[src/rtl/mac_pkg.sv]
// Shared definitions for the MAC receive frame reader: pointer-word layout,
// reader FSM states, frame classification and the skid-buffer beat format.
package mac_pkg;

    localparam int LEN_MSB    = 12;
    localparam int LENERR_BIT = 14;
    localparam int CRCERR_BIT = 15;
    localparam int MAX_LEN    = 1518;
    localparam int BEAT_W     = 10;

    typedef enum logic [2:0] {
        IDLE,
        PTR_RD,
        PTR_CAP,
        FWD,
        DROP,
        DONE
    } state_e;

    typedef enum logic [1:0] {
        K_GOOD,
        K_CRC,
        K_LEN
    } kind_e;

    typedef struct packed {
        logic       sof;
        logic       eof;
        logic [7:0] data;
    } beat_t;

endpackage

[src/rtl/mac_skid_buf.sv]
// Two-entry output FIFO between the data-FIFO read path and the rx stream.
// The head entry is held stable until popped; the output reads 0 when empty.
module mac_skid_buf #(
    parameter int W = 10
) (
    input  logic         clk,
    input  logic         rst,
    input  logic         push_i,
    input  logic [W-1:0] din_i,
    input  logic         pop_i,
    output logic [W-1:0] dout_o,
    output logic         valid_o,
    output logic [1:0]   count_o
);

    logic [W-1:0] mem_q [2];
    logic         wr_q;
    logic         rd_q;
    logic [1:0]   cnt_q;
    logic         do_pop;

    assign valid_o = (cnt_q != 2'd0);
    assign do_pop  = pop_i & valid_o;
    assign count_o = cnt_q;
    assign dout_o  = valid_o ? mem_q[rd_q] : '0;

    always_ff @(posedge clk or posedge rst) begin
        if (rst) begin
            mem_q[0] <= '0;
            mem_q[1] <= '0;
            wr_q     <= 1'b0;
            rd_q     <= 1'b0;
            cnt_q    <= 2'd0;
        end else begin
            if (push_i) begin
                mem_q[wr_q] <= din_i;
                wr_q        <= ~wr_q;
            end
            if (do_pop) begin
                rd_q <= ~rd_q;
            end
            cnt_q <= cnt_q + {1'b0, push_i} - {1'b0, do_pop};
        end
    end

endmodule

[src/rtl/mac_r_frame_rd.sv]
// Receive frame reader: pops a pointer word, then forwards or drops the frame.
// Define MAC_R_FRAME_RD_STATS_EN to build the good/CRC/length frame counters.
module mac_r_frame_rd #(
    parameter int LEN_W   = 13,
    parameter int MAX_LEN = mac_pkg::MAX_LEN
) (
    input  logic        clk,
    input  logic        rst,
    output logic        ptr_fifo_rd,
    input  logic [15:0] ptr_fifo_dout,
    input  logic        ptr_fifo_empty,
    output logic        data_fifo_rd,
    input  logic [7:0]  data_fifo_dout,
    output logic [7:0]  rx_data,
    output logic        rx_valid,
    output logic        rx_sof,
    output logic        rx_eof,
    input  logic        rx_ready,
    output logic [15:0] frame_cnt,
    output logic [15:0] crc_err_cnt,
    output logic [15:0] len_err_cnt
);

    import mac_pkg::*;

    state_e           state_q, state_d;
    logic [LEN_W-1:0] rd_cnt_q, rd_cnt_d;
    logic [LEN_W-1:0] len_q, len_d;
    logic             infl_q;
    logic             tag_sof_q;
    logic             tag_eof_q;

    logic [LEN_W-1:0] ptr_len;
    logic             crc_bit;
    logic             lerr_bit;
    logic             bad;
    logic             unused_ptr;

    beat_t            push_beat;
    beat_t            out_beat;
    logic [1:0]       occ;
    logic             sk_pop;
    logic [2:0]       lvl;
    logic             can_rd;

    assign ptr_len    = LEN_W'(ptr_fifo_dout[LEN_MSB:0]);
    assign crc_bit    = ptr_fifo_dout[CRCERR_BIT];
    assign lerr_bit   = ptr_fifo_dout[LENERR_BIT];
    assign unused_ptr = ptr_fifo_dout[13];
    assign bad        = crc_bit | lerr_bit | (ptr_len == '0)
                      | (32'(ptr_len) > 32'(MAX_LEN));

    // Slots committed after this edge: held + in flight - leaving now.
    assign sk_pop = rx_valid & rx_ready;
    assign lvl    = {1'b0, occ} + {2'b0, infl_q} - {2'b0, sk_pop};
    assign can_rd = (lvl < 3'd2);

    always_comb begin
        state_d      = state_q;
        rd_cnt_d     = rd_cnt_q;
        len_d        = len_q;
        ptr_fifo_rd  = 1'b0;
        data_fifo_rd = 1'b0;
        unique case (state_q)
            IDLE: begin
                if (!ptr_fifo_empty) state_d = PTR_RD;
            end
            PTR_RD: begin
                ptr_fifo_rd = 1'b1;
                state_d     = PTR_CAP;
            end
            PTR_CAP: begin
                rd_cnt_d = ptr_len;
                len_d    = ptr_len;
                state_d  = bad ? DROP : FWD;
            end
            FWD: begin
                if (rd_cnt_q != '0) begin
                    if (can_rd) begin
                        data_fifo_rd = 1'b1;
                        rd_cnt_d     = rd_cnt_q - LEN_W'(1);
                    end
                end else if (!infl_q && !rx_valid) begin
                    state_d = DONE;
                end
            end
            DROP: begin
                if (rd_cnt_q != '0) begin
                    data_fifo_rd = 1'b1;
                    rd_cnt_d     = rd_cnt_q - LEN_W'(1);
                end else begin
                    state_d = DONE;
                end
            end
            DONE: begin
                state_d = IDLE;
            end
            default: begin
                state_d = IDLE;
            end
        endcase
    end

    always_ff @(posedge clk or posedge rst) begin
        if (rst) begin
            state_q   <= IDLE;
            rd_cnt_q  <= '0;
            len_q     <= '0;
            infl_q    <= 1'b0;
            tag_sof_q <= 1'b0;
            tag_eof_q <= 1'b0;
        end else begin
            state_q   <= state_d;
            rd_cnt_q  <= rd_cnt_d;
            len_q     <= len_d;
            infl_q    <= data_fifo_rd && (state_q == FWD);
            tag_sof_q <= (rd_cnt_q == len_q);
            tag_eof_q <= (rd_cnt_q == LEN_W'(1));
        end
    end

    assign push_beat = '{sof: tag_sof_q, eof: tag_eof_q, data: data_fifo_dout};

    mac_skid_buf #(
        .W (BEAT_W)
    ) u_skid (
        .clk     (clk),
        .rst     (rst),
        .push_i  (infl_q),
        .din_i   (push_beat),
        .pop_i   (rx_ready),
        .dout_o  (out_beat),
        .valid_o (rx_valid),
        .count_o (occ)
    );

    assign rx_data = out_beat.data;
    assign rx_sof  = out_beat.sof;
    assign rx_eof  = out_beat.eof;

`ifdef MAC_R_FRAME_RD_STATS_EN
    kind_e       kind_q;
    logic [15:0] good_q;
    logic [15:0] crc_q;
    logic [15:0] lenerr_q;

    always_ff @(posedge clk or posedge rst) begin
        if (rst) begin
            kind_q   <= K_GOOD;
            good_q   <= '0;
            crc_q    <= '0;
            lenerr_q <= '0;
        end else begin
            if (state_q == PTR_CAP) begin
                kind_q <= crc_bit ? K_CRC : (bad ? K_LEN : K_GOOD);
            end
            if (state_q == DONE) begin
                unique case (kind_q)
                    K_GOOD:  if (good_q != 16'hFFFF) good_q <= good_q + 16'd1;
                    K_CRC:   if (crc_q != 16'hFFFF) crc_q <= crc_q + 16'd1;
                    K_LEN:   if (lenerr_q != 16'hFFFF) lenerr_q <= lenerr_q + 16'd1;
                    default: ;
                endcase
            end
        end
    end

    assign frame_cnt   = good_q;
    assign crc_err_cnt = crc_q;
    assign len_err_cnt = lenerr_q;
`else
    assign frame_cnt   = 16'd0;
    assign crc_err_cnt = 16'd0;
    assign len_err_cnt = 16'd0;
`endif

endmodule

[config.mk]
export PLATFORM = sky130hd
export DESIGN_NAME = mac_r_frame_rd
export DESIGN_NICKNAME = d
export VERILOG_FILES = /design/src/rtl/mac_pkg.sv /design/src/rtl/mac_skid_buf.sv /design/src/rtl/mac_r_frame_rd.sv
export SDC_FILE = /design/constraint.sdc
export NUM_CORES = 1
export LEC_CHECK = 0
export ABC_CLOCK_PERIOD_IN_PS = 3300
export BUFFER_PORTS_ARGS = -buffer_cell sky130_fd_sc_hd__buf_4
export CORE_MARGIN = 1
export CORE_UTILIZATION = 42
export DETAILED_ROUTE_END_ITERATION = 16
export PLACE_DENSITY = 0.65
export SLEW_MARGIN = 20
export SYNTH_ARGS = -nofsm -noshare
export SYNTH_HDL_FRONTEND = slang
export SYNTH_HIERARCHICAL = 1
export SYNTH_SLANG_ARGS = --single-unit
[constraint.sdc]
create_clock -name clk -period 3.3 [get_ports clk]
set_clock_uncertainty 0.2 [all_clocks]
set_input_delay 0.165 -clock clk [delete_from_list [all_inputs] [get_ports clk]]
set_output_delay 0.165 -clock clk [all_outputs]
set_load 0.02 [all_outputs]
======== After elaboration in Yosys (flattened, before gate mapping) ========
Index checks and enable logic that the tools add are counted.
operators by class
  add/sub/neg operators ................... 5
  equal/unequal tests ..................... 13
  reduce and logical (&&, ||, !) cells .... 12
  multiplexer cells ....................... 22
  bitwise gates (word level) .............. 8
  order comparisons ....................... 5
operator list
  cell                   number
  $mux 10                5
  $mux 13                3
  $pmux 13 s3            1
  $bwmux 20              1
  $mux 3                 5
  $pmux 3 s5             1
  $ne 2x2->1 const B     7
  $eq 13x1->1 const B    1
  $eq 13x13->1           1
  $gt 13x11->1 const B   1
  $logic_not 13->1       1
  $reduce_bool 13->1     1
  $sub 13x1->13 const B  1
  $demux 10 s1           1
  $reduce_and 4->1       2
  $eq 3x2->1 const B     2
  $ge 2x2->1 const B     2
  $mux 1                 4
  $not 1->2              2
  $add 2x1->3            1
  $eq 3x1->1 const B     1
  $eq 3x3->1 const B     1
  $logic_and 1x1->1      3
  $logic_not 3->1        1
  other kinds (12)       16
word-level totals
  flip-flop bits (word level) ............. 56

======== Depth between registers and ports, before layout ========
Gate-level depths: netlist of the first run.
  word-level depth ........................ 8
  depth in mapped cells ................... 12
  depth with buffers taken out ............ 10

======== Cells and area by module ========
Netlist of the first run, hierarchy kept.
modules (own cells, without submodules)
  module          cells an instance  seq. area each (um2)  area each (um2)  times used
  mac_r_frame_rd  262                800.8                 2504.9           1
  mac_skid_buf    82                 600.6                 1124.8           1

======== Least setup slack after synthesis of the first run ========
OpenSTA, ideal clock, no wires.
  path kind ............................... flip-flop to flip-flop
  start point ............................. register u_skid.cnt_q[1] (netlist: u_skid/count_o[1])
  end point ............................... register rd_cnt_q[12]
  path buffers ............................ 2
  library setup time ...................... 0.121 ns
  data arrival time ....................... 2.745 ns
  stages on the path, launching flop included .. 13
  setup slack ............................. 0.233 ns
  clock period less this slack ............ 3.067 ns
  path through ............................ dfrtp_1 -> nor2_1 -> buf_2 -> inv_1 -> and2_1 -> ha_1 -> nand2b_1 -> fa_1 -> and3b_1 -> o2bb2ai_1 -> nand2_1 -> buf_2 -> o22a_1
between the ends
  word-level cells in the longest chain between the ends .. 6
  elaborated cells between the ends (all ways) .. 7
  classes of those cells .................. 2 x add/sub; 1 x order compare; 1 x eq/ne; 1 x bitwise; 2 x reduce/logical
ends and longest elaborated chain
  item                               line                   text
  from (decl)                        mac_skid_buf.sv:19     logic [1:0] cnt_q;
  from (signal assigned)             mac_skid_buf.sv:42     cnt_q <= cnt_q + {1'b0, push_i} - {1'b0, do_pop};
  $reduce_bool 2->1                  mac_skid_buf.sv:22     assign valid_o = (cnt_q != 2'd0);
  named net rx_valid                 mac_r_frame_rd.sv:15   output logic rx_valid,
  $and 1x1->1                        mac_r_frame_rd.sv:54   assign sk_pop = rx_valid & rx_ready;
  $sub 3x1->3                        mac_r_frame_rd.sv:55   assign lvl = {1'b0, occ} + {2'b0, infl_q} - {2'b0, sk_pop};
  $lt 3x2->1                         mac_r_frame_rd.sv:56   assign can_rd = (lvl < 3'd2);
  $ne 2x2->1 (no source line)        --
  $reduce_and 4->1 (no source line)  --
  to (signal assigned)               mac_r_frame_rd.sv:114  rd_cnt_q <= rd_cnt_d;
  to (decl)                          mac_r_frame_rd.sv:27   logic [LEN_W-1:0] rd_cnt_q, rd_cnt_d;
The timed path passes the listed nets, and every way through them passes these cells.
A chain may end at the register's enable or synchronous reset.

======== Worst setup path after layout of the first run ========
  start point ............................. register u_skid.cnt_q[1] (netlist: u_skid/count_o[1])
  end point ............................... output port data_fifo_rd
between the ends
  word-level cells in the longest chain between the ends .. 7
  elaborated cells between the ends (all ways) .. 8
  classes of those cells .................. 2 x add/sub; 1 x order compare; 3 x mux; 1 x bitwise; 1 x reduce/logical
ends and longest elaborated chain
  item                                                                 line                  text
  parallel branches: the longest is 2 deep, another holds $add 2x1->3  --
  $sub 3x1->3 (*)                                                      mac_r_frame_rd.sv:55
  $lt 3x2->1 (*)                                                       mac_r_frame_rd.sv:56
  $mux 1 (*)                                                           mac_r_frame_rd.sv:79  if (can_rd) begin
  $mux 1 (*)                                                           mac_r_frame_rd.sv:78  if (rd_cnt_q != '0) begin
  $pmux 1 s2 (*)                                                       mac_r_frame_rd.sv:64  unique case (state_q)
  to (decl)                                                            mac_r_frame_rd.sv:12  output logic data_fifo_rd,
Mark *: on every way between the ends.

==> out/metrics.cfg, run 1 <==
[outcome]
status = finished, violations left
failed_checks = hold timing

[sta]
min_period_over_period_pct = 94.3
relSlewSlack_pct = 40.3
fin_crit_ns = 3.11
finalSetupViolCount = 0
hold_viol = 1
tightest_slew_ns = 0.895
fmax_mhz = 321
tns_ns = 0
worst_hold_slack_ns = -0.00536
drv_slew = 0
timing.final.ws_setup_ns = 0.187

[logic_synthesis]
synthCells = 344
ys_ff_latch = 56
synth_top_family_by_area = buffers and inverters
synth_area_sq_mm = 0.00363
synth_xor_area_share_pct = 4.58
avgSynthCellArea_sq_um = 10.6
synth_ff_type = dfrtp_1
synth_compound_area_share_pct = 11.5
muxShareOfSynthArea_pct = 14.3
yosys_warnings = 6
yosysSeqAreaShare_pct = 38.6
yosys.cell_types.count = 62
synth_edf_count = 0
synthAdderAreaFrac_pct = 2.28
async_flop_share_pct = 100
synthSimpleGateAreaFrac_pct = 14.1

[cts]
cts.clk_slew.worst_paths_ns = 0.11
cts_buffers = 5
root_buffer = clkbuf_8
cts_tree = done
cts_max_level = 2
clock_sinks = 56
clock_latency_ns = 0.32
clk_path_buf_depth = 2

[pwr]
powerDensity_mw_per_mm2 = 827
total_leakage_power_nw = 1.92
total_power_w = 0.00343
ir_worst_vdd_v = 0.000432

[setup_path]
startpoint = u_skid/count_o[1]$_DFF_PP0_
reg2reg_to = rd_cnt_q[5]$_DFFE_PP0P_
path_buf_inv = 2
path_cells = nor2_2, inv_1, and2_1, ha_1, nand2b_1, fa_1, xnor2_1, nand3_1, a21oi_1, buf_4
crit-reg2reg-launch = u_skid/count_o[1]$_DFF_PP0_
crit_path_top_delay_cell = dfrtp_1
r2r_cells = 11
crit_required_ns = 2.93
rrSetupSlack_ns = 0.32
critPathMaxFanout = 5
critical_path_arrival_ns = 2.75
cp-end-kind = output port
cp-start-kind = flip-flop
crit_path_max_incr_delay_ns = 0.49
path_class = reg2out
cp_top_family = adder cells

[route]
vias = 2616
first_iter_violations = 101
ant_nets = 0
dr.pass1.iters = 4
viasPerCell = 5.17
wl_per_cell_um = 15.7
routed_wl_um = 7950
drc_errors = 0

[floorplanning]
dieArea_sq_mm = 0.00902
die_w_um = 95.0
io_pins = 89
start_util_pct = 43.7
row_count = 33
fp.dieH_um = 95.0
core_area_sq_mm = 0.00830

[run]
cap_violations = 0

[finish]
multi_input_area_sq_mm = 0.00188
syn_to_final_growth_pct = 14.2
drive_gt1_share_pct = 24.4
nFillCells = 765
diodes = 0
seq_area_sq_mm = 0.00140
num-nets-final = 434
final_area_sq_mm = 0.00414
final_cells = 506

[grt]
grt_pass1_wl_um = 12800
grt_usage_pct = 18.4
grt_pass1_vias = 2640
gr-total-overflow = 0
grt_max_degree = 25
antenna_found_initial = 0

[min_path]
hold_end = u_skid/rd_q$_DFFE_PP0P_
hold_path_class = in2reg
whs_path_depth = 3
min_from = rx_ready

[placement]
gp_routability_congestion = 0.848
place_ws_ns = 0.330
io_buffers = 39
dp.cells = 475
hpwl_um = 5620
detailed_place.area_sq_mm = 0.00382

## logic make-up after synthesis
| logic type | Yosys count |
|---|---|
| flip-flops | 56 |
| multiplexers | 44 |
| buffers and inverters | 81 |
| AO/OA/AOI/OAI | 54 |
| XOR/XNOR | 19 |
| other | 1 |
| adder cells (fa/ha/maj) | 6 |
| AND/OR/NAND/NOR | 83 |
## power breakdown
part | internal [W] | total [W] | switching, W
combinational | 0.000861 | 0.00171 | 0.000851
sequential | 0.000967 | 0.00131 | 0.000342
clock | 0.000155 | 0.000409 | 0.000253
## final cells by class
cell class,count,area share [%]
Sequential cell,56,33.8
Clock buffer,5,1.66
Timing Repair Buffer,71,14.3
Inverter,12,1.09
Clock inverter,3,0.634
Multi-Input combinational cell,254,45.4
Tap cell,105,3.17
## worst reg2reg max path: cells and delay by family (launching register included)
kind	cells	cell delay [ns]
DFF	1	0.49
AOI/OAI and AO/OA	2	0.35
and+or+nand+nor	5	0.79
buffers and inverters	2	0.28
adders and majority gates	2	0.78
## registers in the layout, indices dropped and copies added, names as in the netlist
signal          flops
u_skid/mem_q       20
tag_eof_q           1
tag_sof_q           1
infl_q              1
u_skid/rd_q         1
state_q             3
u_skid/wr_q         1
u_skid/count_o      2
len_q              13
rd_cnt_q           13
## worst max path at each step
stage	to	slack, ns	depth (start not counted)
CTS	data_fifo_rd	0.14	10
global placement	rd_cnt_q[5]$_DFFE_PP0P_	0.38	11
detailed placement	rd_cnt_q[5]$_DFFE_PP0P_	0.33	11
finish	data_fifo_rd	0.19	10
global route	data_fifo_rd	-0.009	10
floorplan	rd_cnt_q[12]$_DFFE_PP0P_	0.23	12
## cell usage after synthesis (2+ instances only)
| library cell | count | area (sq um) |
|---|---|---|
| a211oi_1 | 2 | 15.0 |
| a21oi_1 | 4 | 20.0 |
| a22oi_1 | 2 | 15.0 |
| a2bb2oi_1 | 4 | 35.0 |
| a31oi_1 | 3 | 18.8 |
| a41oi_1 | 3 | 26.3 |
| and2_1 | 2 | 12.5 |
| and3_1 | 3 | 18.8 |
| and3b_1 | 2 | 17.5 |
| buf_2 | 7 | 35.0 |
| buf_4 | 50 | 375 |
| buf_6 | 3 | 33.8 |
| clkbuf_1 | 8 | 30.0 |
| dfrtp_1 | 56 | 1400 |
| ha_1 | 5 | 62.6 |
| inv_1 | 12 | 45.0 |
| mux2_2 | 22 | 248 |
| mux2_4 | 10 | 150 |
| mux2i_1 | 11 | 110 |
| nand2_1 | 5 | 18.8 |
| nand2b_1 | 3 | 18.8 |
| nand3_1 | 3 | 15.0 |
| nand4_1 | 3 | 18.8 |
| nor2_1 | 22 | 82.6 |
| nor3_1 | 10 | 50.1 |
| nor3b_1 | 2 | 15.0 |
| nor4_1 | 8 | 50.1 |
| nor4bb_1 | 2 | 20.0 |
| o211a_1 | 2 | 20.0 |
| o211ai_1 | 11 | 82.6 |
| o21ai_0 | 5 | 25.0 |
| o22a_1 | 3 | 26.3 |
| o2bb2ai_1 | 8 | 70.1 |
| or2_2 | 2 | 12.5 |
| or3b_1 | 2 | 17.5 |
| xnor2_1 | 12 | 105 |
| xor2_1 | 7 | 61.3 |
## per-stage QoR
step                hold WS [ns]  util [%]
floorplan                -0.0204         -
global placement           0.102      46.0
detailed placement         0.120      46.0
CTS                      0.00188      49.9
global route              0.0257      49.9
finish                  -0.00536      49.9
## placed cells by master (no fill, tap or decap), types with 3 or more instances in the layout
master,netlist,final
mux2i_1,11,11
nor2_1,22,21
nand4_1,3,3
a31oi_1,3,3
o2bb2ai_1,8,8
ha_1,5,5
a21oi_1,4,4
a2bb2oi_1,4,4
nand3_1,3,3
o21ai_0,5,5
o211ai_1,11,11
mux2_4,10,10
xor2_1,7,7
dfrtp_1,56,56
xnor2_1,12,12
nor3_1,10,10
o22a_1,3,3
inv_1,12,12
dlygate4sd3_1,0,23
clkbuf_8,0,5
nand2b_1,3,3
mux2_2,22,22
conb_1,1,48
and3_1,3,3
nor4_1,8,8
a41oi_1,3,3
nand2_1,5,5
buf_4,50,48
## what timing repair did
| action | CTS | global route |
|---|---|---|
| hold buffers | 23 | 0 |
| hold endpoints to repair | 72 | 0 |
| gates resized for setup | 0 | 1 |
| buffers inserted | 0 | 0 |
| endpoints found under the setup margin | 0 | 1 |
## layer usage
layer  wire length (um)  track usage (%)  vias to the layer above
met4                 85             3.28                        0
met3                370             2.66                        8
li1                   -                -                     1249
met1               3540             23.8                     1272
met2               3950             32.6                       87
met5                  0                0                        -
Power figures use the tool's default switching activity.
==> run 2: changes to the inputs <==
CTS_BUF_LIST = sky130_fd_sc_hd__clkbuf_4 sky130_fd_sc_hd__clkbuf_8   (was not set)
RECOVER_POWER = 100   (was not set)
SETUP_SLACK_MARGIN = 0.1   (was not set)
==> out/metrics.cfg, run 2 (synthesized netlist as in run 1, its figures left out) <==
[outcome]
status = finished, violations left  ; unchanged
failed_checks = hold timing  ; unchanged

[route]
vias = 2629  ; was 2616
dr.pass1.iters = 4  ; unchanged
wl_per_cell_um = 15.7  ; about the same
first_iter_violations = 110  ; was 101
drc_errors = 0  ; unchanged
viasPerCell = 5.18  ; was 5.17
ant_nets = 0  ; unchanged
routed_wl_um = 7960  ; was 7950 um

[sta]
hold_viol = 1  ; unchanged
min_period_over_period_pct = 92.7  ; was 94.3%
relSlewSlack_pct = 36.9  ; was 40.3%
drv_slew = 0  ; unchanged
finalSetupViolCount = 0  ; unchanged
worst_hold_slack_ns = -0.00387  ; was -0.00536 ns
rsz0062_at_grt = no
fmax_mhz = 327  ; was 321 MHz
tns_ns = 0  ; unchanged
tightest_slew_ns = 0.947  ; was 0.895 ns
fin_crit_ns = 3.06  ; was 3.11 ns

[cts]
cts_buffers = 5  ; unchanged
clk_path_buf_depth = 2  ; unchanged
root_buffer = clkbuf_8  ; unchanged
clock_sinks = 56  ; unchanged
cts_tree = done  ; unchanged
cts_max_level = 2  ; unchanged
cts.clk_slew.worst_paths_ns = 0.11  ; about the same
clock_latency_ns = 0.32  ; about the same

[finish]
final_cell_mix = 55 x dfrtp_1, 48 x conb_1, 33 x buf_4  ; was 56 x dfrtp_1, 48 x conb_1, 48 x buf_4
final_util_pct = 48.8  ; was 49.9%
top_regs = u_skid/mem_q x20, len_q x13, rd_cnt_q x13  ; unchanged
largest_reg_flops = 20  ; unchanged
num-nets-final = 436  ; was 434
syn_to_final_growth_pct = 11.5  ; was 14.2%
regMostFlops = u_skid/mem_q  ; unchanged
final_common_cell = dfrtp_1  ; unchanged
diodes = 0  ; unchanged
drive_gt1_share_pct = 18.1  ; was 24.4%

[setup_path]
cp-start-kind = flip-flop  ; unchanged
path_class = reg2out  ; unchanged
critPathMaxFanout = 4  ; was 5
cp-end-kind = output port  ; unchanged
critical_path_arrival_ns = 2.70  ; was 2.75 ns
crit_required_ns = 2.93  ; about the same

[pwr]
total_leakage_power_nw = 1.81  ; was 1.92 nW
powerDensity_mw_per_mm2 = 817  ; was 827 mW/mm^2
ir_worst_vdd_v = 0.000420  ; was 0.000432 V
total_power_w = 0.00331  ; was 0.00343 W

[placement]
hpwl_um = 5620  ; unchanged
io_buffers = 39  ; unchanged
gp_routability_congestion = 0.848  ; unchanged

[floorplanning]
die_w_um = 95.0  ; unchanged
start_util_pct = 43.7  ; unchanged
core_area_sq_mm = 0.00830  ; unchanged
fp.dieH_um = 95.0  ; unchanged
dieArea_sq_mm = 0.00902  ; unchanged
io_pins = 89  ; unchanged
row_count = 33  ; unchanged

[run]
cap_violations = 0  ; unchanged

[grt]
grt_pass1_vias = 2640  ; unchanged
gr-total-overflow = 0  ; unchanged
grt_max_degree = 25  ; unchanged
grt_usage_pct = 18.4  ; unchanged
grt_pass1_wl_um = 12800  ; unchanged
antenna_found_initial = 0  ; unchanged

[min_path]
hold_path_class = in2reg  ; unchanged

[run 2: cell types whose count changed in the layout (fill, tap and decap cells not counted), moves of 10 or more]
cell	delta
mux2_4	-10
buf_4	-15
mux2_1	+10
clkbuf_1	+15
[run 2: routing by layer]
metal	share of wire, %	wire length (um)	global-route usage [%]
met1	45	3560	23.8
met2	49	3930	32.6
met3	4.6	365	2.66
met4	1.3	107	3.28
met5	0	0	0
[run 2: layout make-up]
class,instances,area (sq um)
sequential,56,1400
tap,105,131
clock inverter,3,26.3
timing repair buffer,73,547
fill,788,4250
inverter,12,45.0
multi-input combinational,254,1830
clock buffer,5,68.8
[run 2: worst paths after layout]
path | cells after the start | startpoint | endpoint | slack [ns]
setup / recovery | 10 | u_skid/count_o[1]$_DFF_PP0_ | data_fifo_rd | 0.24
hold / removal | 3 | rx_ready | u_skid/rd_q$_DFFE_PP0P_ | -0.004
setup reg to reg | 11 | u_skid/count_o[1]$_DFF_PP0_ | rd_cnt_q[5]$_DFFE_PP0P_ | 0.33
hold reg to reg | 1 | u_skid/wr_q$_DFFE_PP0P_ | u_skid/wr_q$_DFFE_PP0P_ | 0.29
max in group asynchronous | 4 | rst | state_q[1]$_DFFE_PP0P_ | 1.31
min in group asynchronous | 3 | rst | rd_cnt_q[10]$_DFFE_PP0P_ | 0.30
[run 2: per-stage QoR]
| step | cell area [sq um] | hold WS, ns | setup slack [ns] | instances |
|---|---|---|---|---|
| after CTS | 4140 | 0.00188 | 0.142 | 506 |
| after detailed placement | 3820 | 0.120 | 0.330 | 475 |
| final | 4050 | -0.00387 | 0.239 | 508 |
| after floorplan | 3810 | -0.0204 | 0.233 | 391 |
| after global routing | 4050 | 0.0257 | 0.0755 | 508 |
| after global placement | 3820 | 0.102 | 0.381 | 475 |
[run 2: critical path, stage by stage, from the launching register on]
cell and delay, ns:
dfrtp_2 0.44, nor2_1 0.15, inv_1 0.10, and2_1 0.17
ha_1 0.26, nand2b_1 0.15, fa_1 0.38, xnor2_1 0.23
nand3_1 0.14, a21oi_2 0.20, buf_4 0.16
[run 2: power by group]
| part | internal (W) | switching, W | leakage [nW] |
|---|---|---|---|
| clock network | 0.000155 | 0.000251 | 0.0423 |
| registers | 0.000968 | 0.000328 | 0.677 |
| logic | 0.000753 | 0.000850 | 1.09 |
| total | 0.00188 | 0.00143 | 1.81 |
[run 2: what timing repair did]
action | 4_1_cts | 5_1_grt
gates resized for setup | 0 | 4
setup buffers | 0 | 2
endpoints found under the setup margin | 0 | 2
endpoints found under the hold margin | 72 | 0
hold buffers | 23 | 0
==> run 3: changes to the inputs <==
ABC_AREA = 1   (was not set)
ABC_CLOCK_PERIOD_IN_PS = 3510   (was 3300)
clock period = 3.51 ns   (was 3.3 ns; I/O delays follow)
==> out/metrics.cfg, run 3 <==
[route]
wl_met1_um = 3610  ; was 3560 um
met3WireLength_um = 212  ; was 365 um
vias = 2953  ; was 2629
dr_wl_met2_um = 3350  ; was 3930 um
drc_errors = 0  ; unchanged
wl_per_cell_um = 11.2  ; was 15.7 um
dr.pass1.iters = 4  ; unchanged
routed_wl_um = 7220  ; was 7960 um
first_iter_violations = 137  ; was 110
top_layer_used = met4  ; unchanged
ant_nets = 0  ; unchanged
viasPerCell = 4.56  ; was 5.18

[min_path]
whs_path_depth = 3  ; unchanged
hold_end = len_q[2]$_DFFE_PP0P_  ; was u_skid/rd_q$_DFFE_PP0P_
min_from = ptr_fifo_dout[2]  ; was rx_ready
hold_path_class = in2reg  ; unchanged

[floorplanning]
core_area_sq_mm = 0.00826  ; was 0.00830 sq mm
dieArea_sq_mm = 0.00896  ; was 0.00902 sq mm
io_pins = 89  ; unchanged
start_util_pct = 43.7  ; about the same
die_w_um = 94.7  ; was 95.0 um
fp.dieH_um = 94.7  ; was 95.0 um
row_count = 33  ; unchanged

[finish]
syn_to_final_growth_pct = 10.3  ; was 11.5%
largest_reg_flops = 20  ; unchanged
regMostFlops = u_skid/mem_q  ; unchanged
top_regs = u_skid/mem_q x20, len_q x13, rd_cnt_q x13  ; unchanged
num-nets-final = 575  ; was 436
final_util_pct = 48.2  ; was 48.8%
nFillCells = 863  ; was 788
diodes = 0  ; unchanged
drive_gt1_share_pct = 8.30  ; was 18.1%
final_cell_mix = 134 x nand2_1, 61 x inv_1, 56 x dfrtp_1  ; was 55 x dfrtp_1, 48 x conb_1, 33 x buf_4
final_common_cell = nand2_1  ; was dfrtp_1

[setup_path]
crit_path_top_delay_cell = fa_1  ; was dfrtp_2
cp.depth = 13  ; was 10
rrSetupSlack_ns = 0.72  ; was 0.33 ns
cp_top_family = adder cells  ; unchanged
cp-start-kind = flip-flop  ; unchanged
cp-end-kind = output port  ; unchanged
path_class = reg2out  ; unchanged
path_cells = inv_1, nand2_1, nand2_1, inv_1, ha_1, inv_1, nand2_1, fa_1, nand3_1, inv_1, nand2_1, o21ai_0, clkbuf_1  ; was nor2_1, inv_1, and2_1, ha_1, nand2b_1, fa_1, xnor2_1, nand3_1, a21oi_2, buf_4
r2r_cells = 18  ; was 11
crit_path_max_incr_delay_ns = 0.49  ; was 0.44 ns
critical_path_arrival_ns = 2.62  ; was 2.70 ns
crit_required_ns = 3.13  ; was 2.93 ns
crit-reg2reg-launch = u_skid/count_o[1]$_DFF_PP0_  ; unchanged
critPathMaxFanout = 6  ; was 4
reg2reg_to = rd_cnt_q[2]$_DFFE_PP0P_  ; was rd_cnt_q[5]$_DFFE_PP0P_
startpoint = u_skid/count_o[1]$_DFF_PP0_  ; unchanged
path_buf_inv = 5  ; was 2

[logic_synthesis]
yosys-top-cells-count = 132 x nand2_1, 61 x inv_1, 56 x dfrtp_1  ; was 56 x dfrtp_1, 50 x buf_4, 22 x mux2_2, 22 x nor2_1
synthCells = 483  ; was 344
ys_ff_latch = 56  ; unchanged
yosysTopAreaCellShare_pct = 38.9  ; was 38.6%
yosys.cell_types.count = 33  ; was 62
yosysSeqAreaShare_pct = 38.9  ; was 38.6%
synth_area_sq_mm = 0.00361  ; was 0.00363 sq mm
synth_edf_count = 0  ; unchanged
avgSynthCellArea_sq_um = 7.47  ; was 10.6 sq um
synth_top_area_cell = dfrtp_1  ; unchanged
yosysMostFrequentCell = nand2_1  ; was dfrtp_1
yosys_warnings = 6  ; unchanged
synth_area_leaders = dfrtp_1 39%, nand2_1 14%, buf_4 10%  ; was dfrtp_1 39%, buf_4 10%, mux2_2 6.8%
synth_ff_type = dfrtp_1  ; unchanged
async_flop_share_pct = 100  ; unchanged

[cts]
cts.clk_slew.worst_paths_ns = 0.10  ; was 0.11 ns
clock_latency_ns = 0.32  ; about the same
root_buffer = clkbuf_8  ; unchanged
cts_tree = done  ; unchanged
clk_path_buf_depth = 2  ; unchanged
cts_buffers = 5  ; unchanged
cts_resized = 0  ; unchanged
cts_max_level = 2  ; unchanged
clock_sinks = 56  ; unchanged

[placement]
hpwl_um = 5180  ; was 5620 um
place_ws_ns = 0.846  ; was 0.330 ns
io_buffers = 39  ; unchanged
gp_routability_congestion = 0.786  ; was 0.848

[outcome]
failed_checks = capacitance limit, slew limit  ; was hold timing
status = finished, violations left  ; unchanged

[sta]
fmax_mhz = 333
timing.final.ws_setup_ns = 0.511  ; was 0.239 ns
hold_viol = 0  ; was 1
fin_crit_ns = 3.00
finalSetupViolCount = 0  ; unchanged
tightest_slew_ns = 1.81  ; was 0.947 ns
rsz0062_at_grt = no  ; unchanged
drv_slew = 33  ; was 0
relSlewSlack_pct = -20.7  ; was 36.9%
min_period_over_period_pct = 85.4
tns_ns = 0  ; unchanged

[pwr]
total_leakage_power_nw = 2.08  ; was 1.81 nW
ir_worst_vdd_v = 0.000195  ; was 0.000420 V
total_power_w = 0.00160  ; was 0.00331 W
powerDensity_mw_per_mm2 = 401  ; was 817 mW/mm^2

[run]
cap_violations = 1  ; was 0

[grt]
grt_pass1_wl_um = 12200  ; was 12800 um
grt_max_degree = 33  ; was 25
gr-total-overflow = 0  ; unchanged
grt_pass1_vias = 2700  ; was 2640
antenna_found_initial = 0  ; unchanged
grt_usage_pct = 17.4  ; was 18.4%

## run 3: cell count changes in the layout (fill, tap and decap cells not counted), moves of 13 or more
cell / delta
nand2_1: +128
inv_1: +49
o21ai_0: +45
mux2_2: -22
nor2_1: +22
nand3_1: +14
a21oi_1: +13
## run 3: where the power goes
part	internal, W	total (W)	switching [W]
combinational	0.000155	0.000520	0.000365
clock	0.000148	0.000377	0.000230
sequential	0.000662	0.000698	0.0000360
## run 3: per-layer routing
layer  vias up  global-route usage (%)
met5         -                       0
met4         0                    4.42
met3         5                    3.06
met2        52                    29.0
met1      1386                    23.4
li1       1510                       -
## run 3: tightest hold or removal path: cells and delay by family
family	cells	cell delay [ns]
AO/OA/AOI/OAI	1	0.12
buffers and inverters	2	0.21
## run 3: repair_timing
| item | 4_1_cts | 5_1_grt |
|---|---|---|
| buffers inserted | 0 | 0 |
| hold endpoints to repair | 86 | 0 |
| hold buffers | 22 | 0 |
| endpoints found under the setup margin | 0 | 0 |
## run 3: worst max path at each step
stage	end	slack [ns]
after CTS	data_fifo_rd	0.54
after global routing	data_fifo_rd	0.28
final	data_fifo_rd	0.51
after global placement	rd_cnt_q[10]$_DFFE_PP0P_	0.88
after floorplan	data_fifo_rd	0.77
after detailed placement	rd_cnt_q[2]$_DFFE_PP0P_	0.85
## run 3: through the flow
stage / instance area [sq um] / hold slack [ns] / std cells
after CTS: 4090 / 0.0322 / 647
after global placement: 3770 / 0.109 / 617
final: 3980 / 0.0526 / 647
after global routing: 3980 / 0.0402 / 647
after floorplan: 3780 / -0.00988 / 530
after detailed placement: 3770 / 0.107 / 617
## run 3: area by class of cell
class / count / area (sq um) / share of cell area [%]
multi-input combinational: 351 / 1640 / 41.2
sequential: 56 / 1400 / 35.2
timing repair buffer: 63 / 472 / 11.9
inverter: 64 / 240 / 6.04
tap: 105 / 131 / 3.30
clock buffer: 5 / 68.8 / 1.73
clock inverter: 3 / 26.3 / 0.661
## run 3: cells by family (layout without fill, tap and decap cells)
kind of cell | after synthesis | count (layout) | synth area share [%]
flip-flops | 56 | 56 | 38.9
adder cells (fa/ha/maj) | 6 | 6 | 2.29
AND/OR/NAND/NOR | 215 | 215 | 25.5
AO/OA/AOI/OAI | 68 | 68 | 10.6
XOR/XNOR | 14 | 14 | 3.40
other | 1 | 48 | 0.104
buffers and inverters | 123 | 135 | 19.2
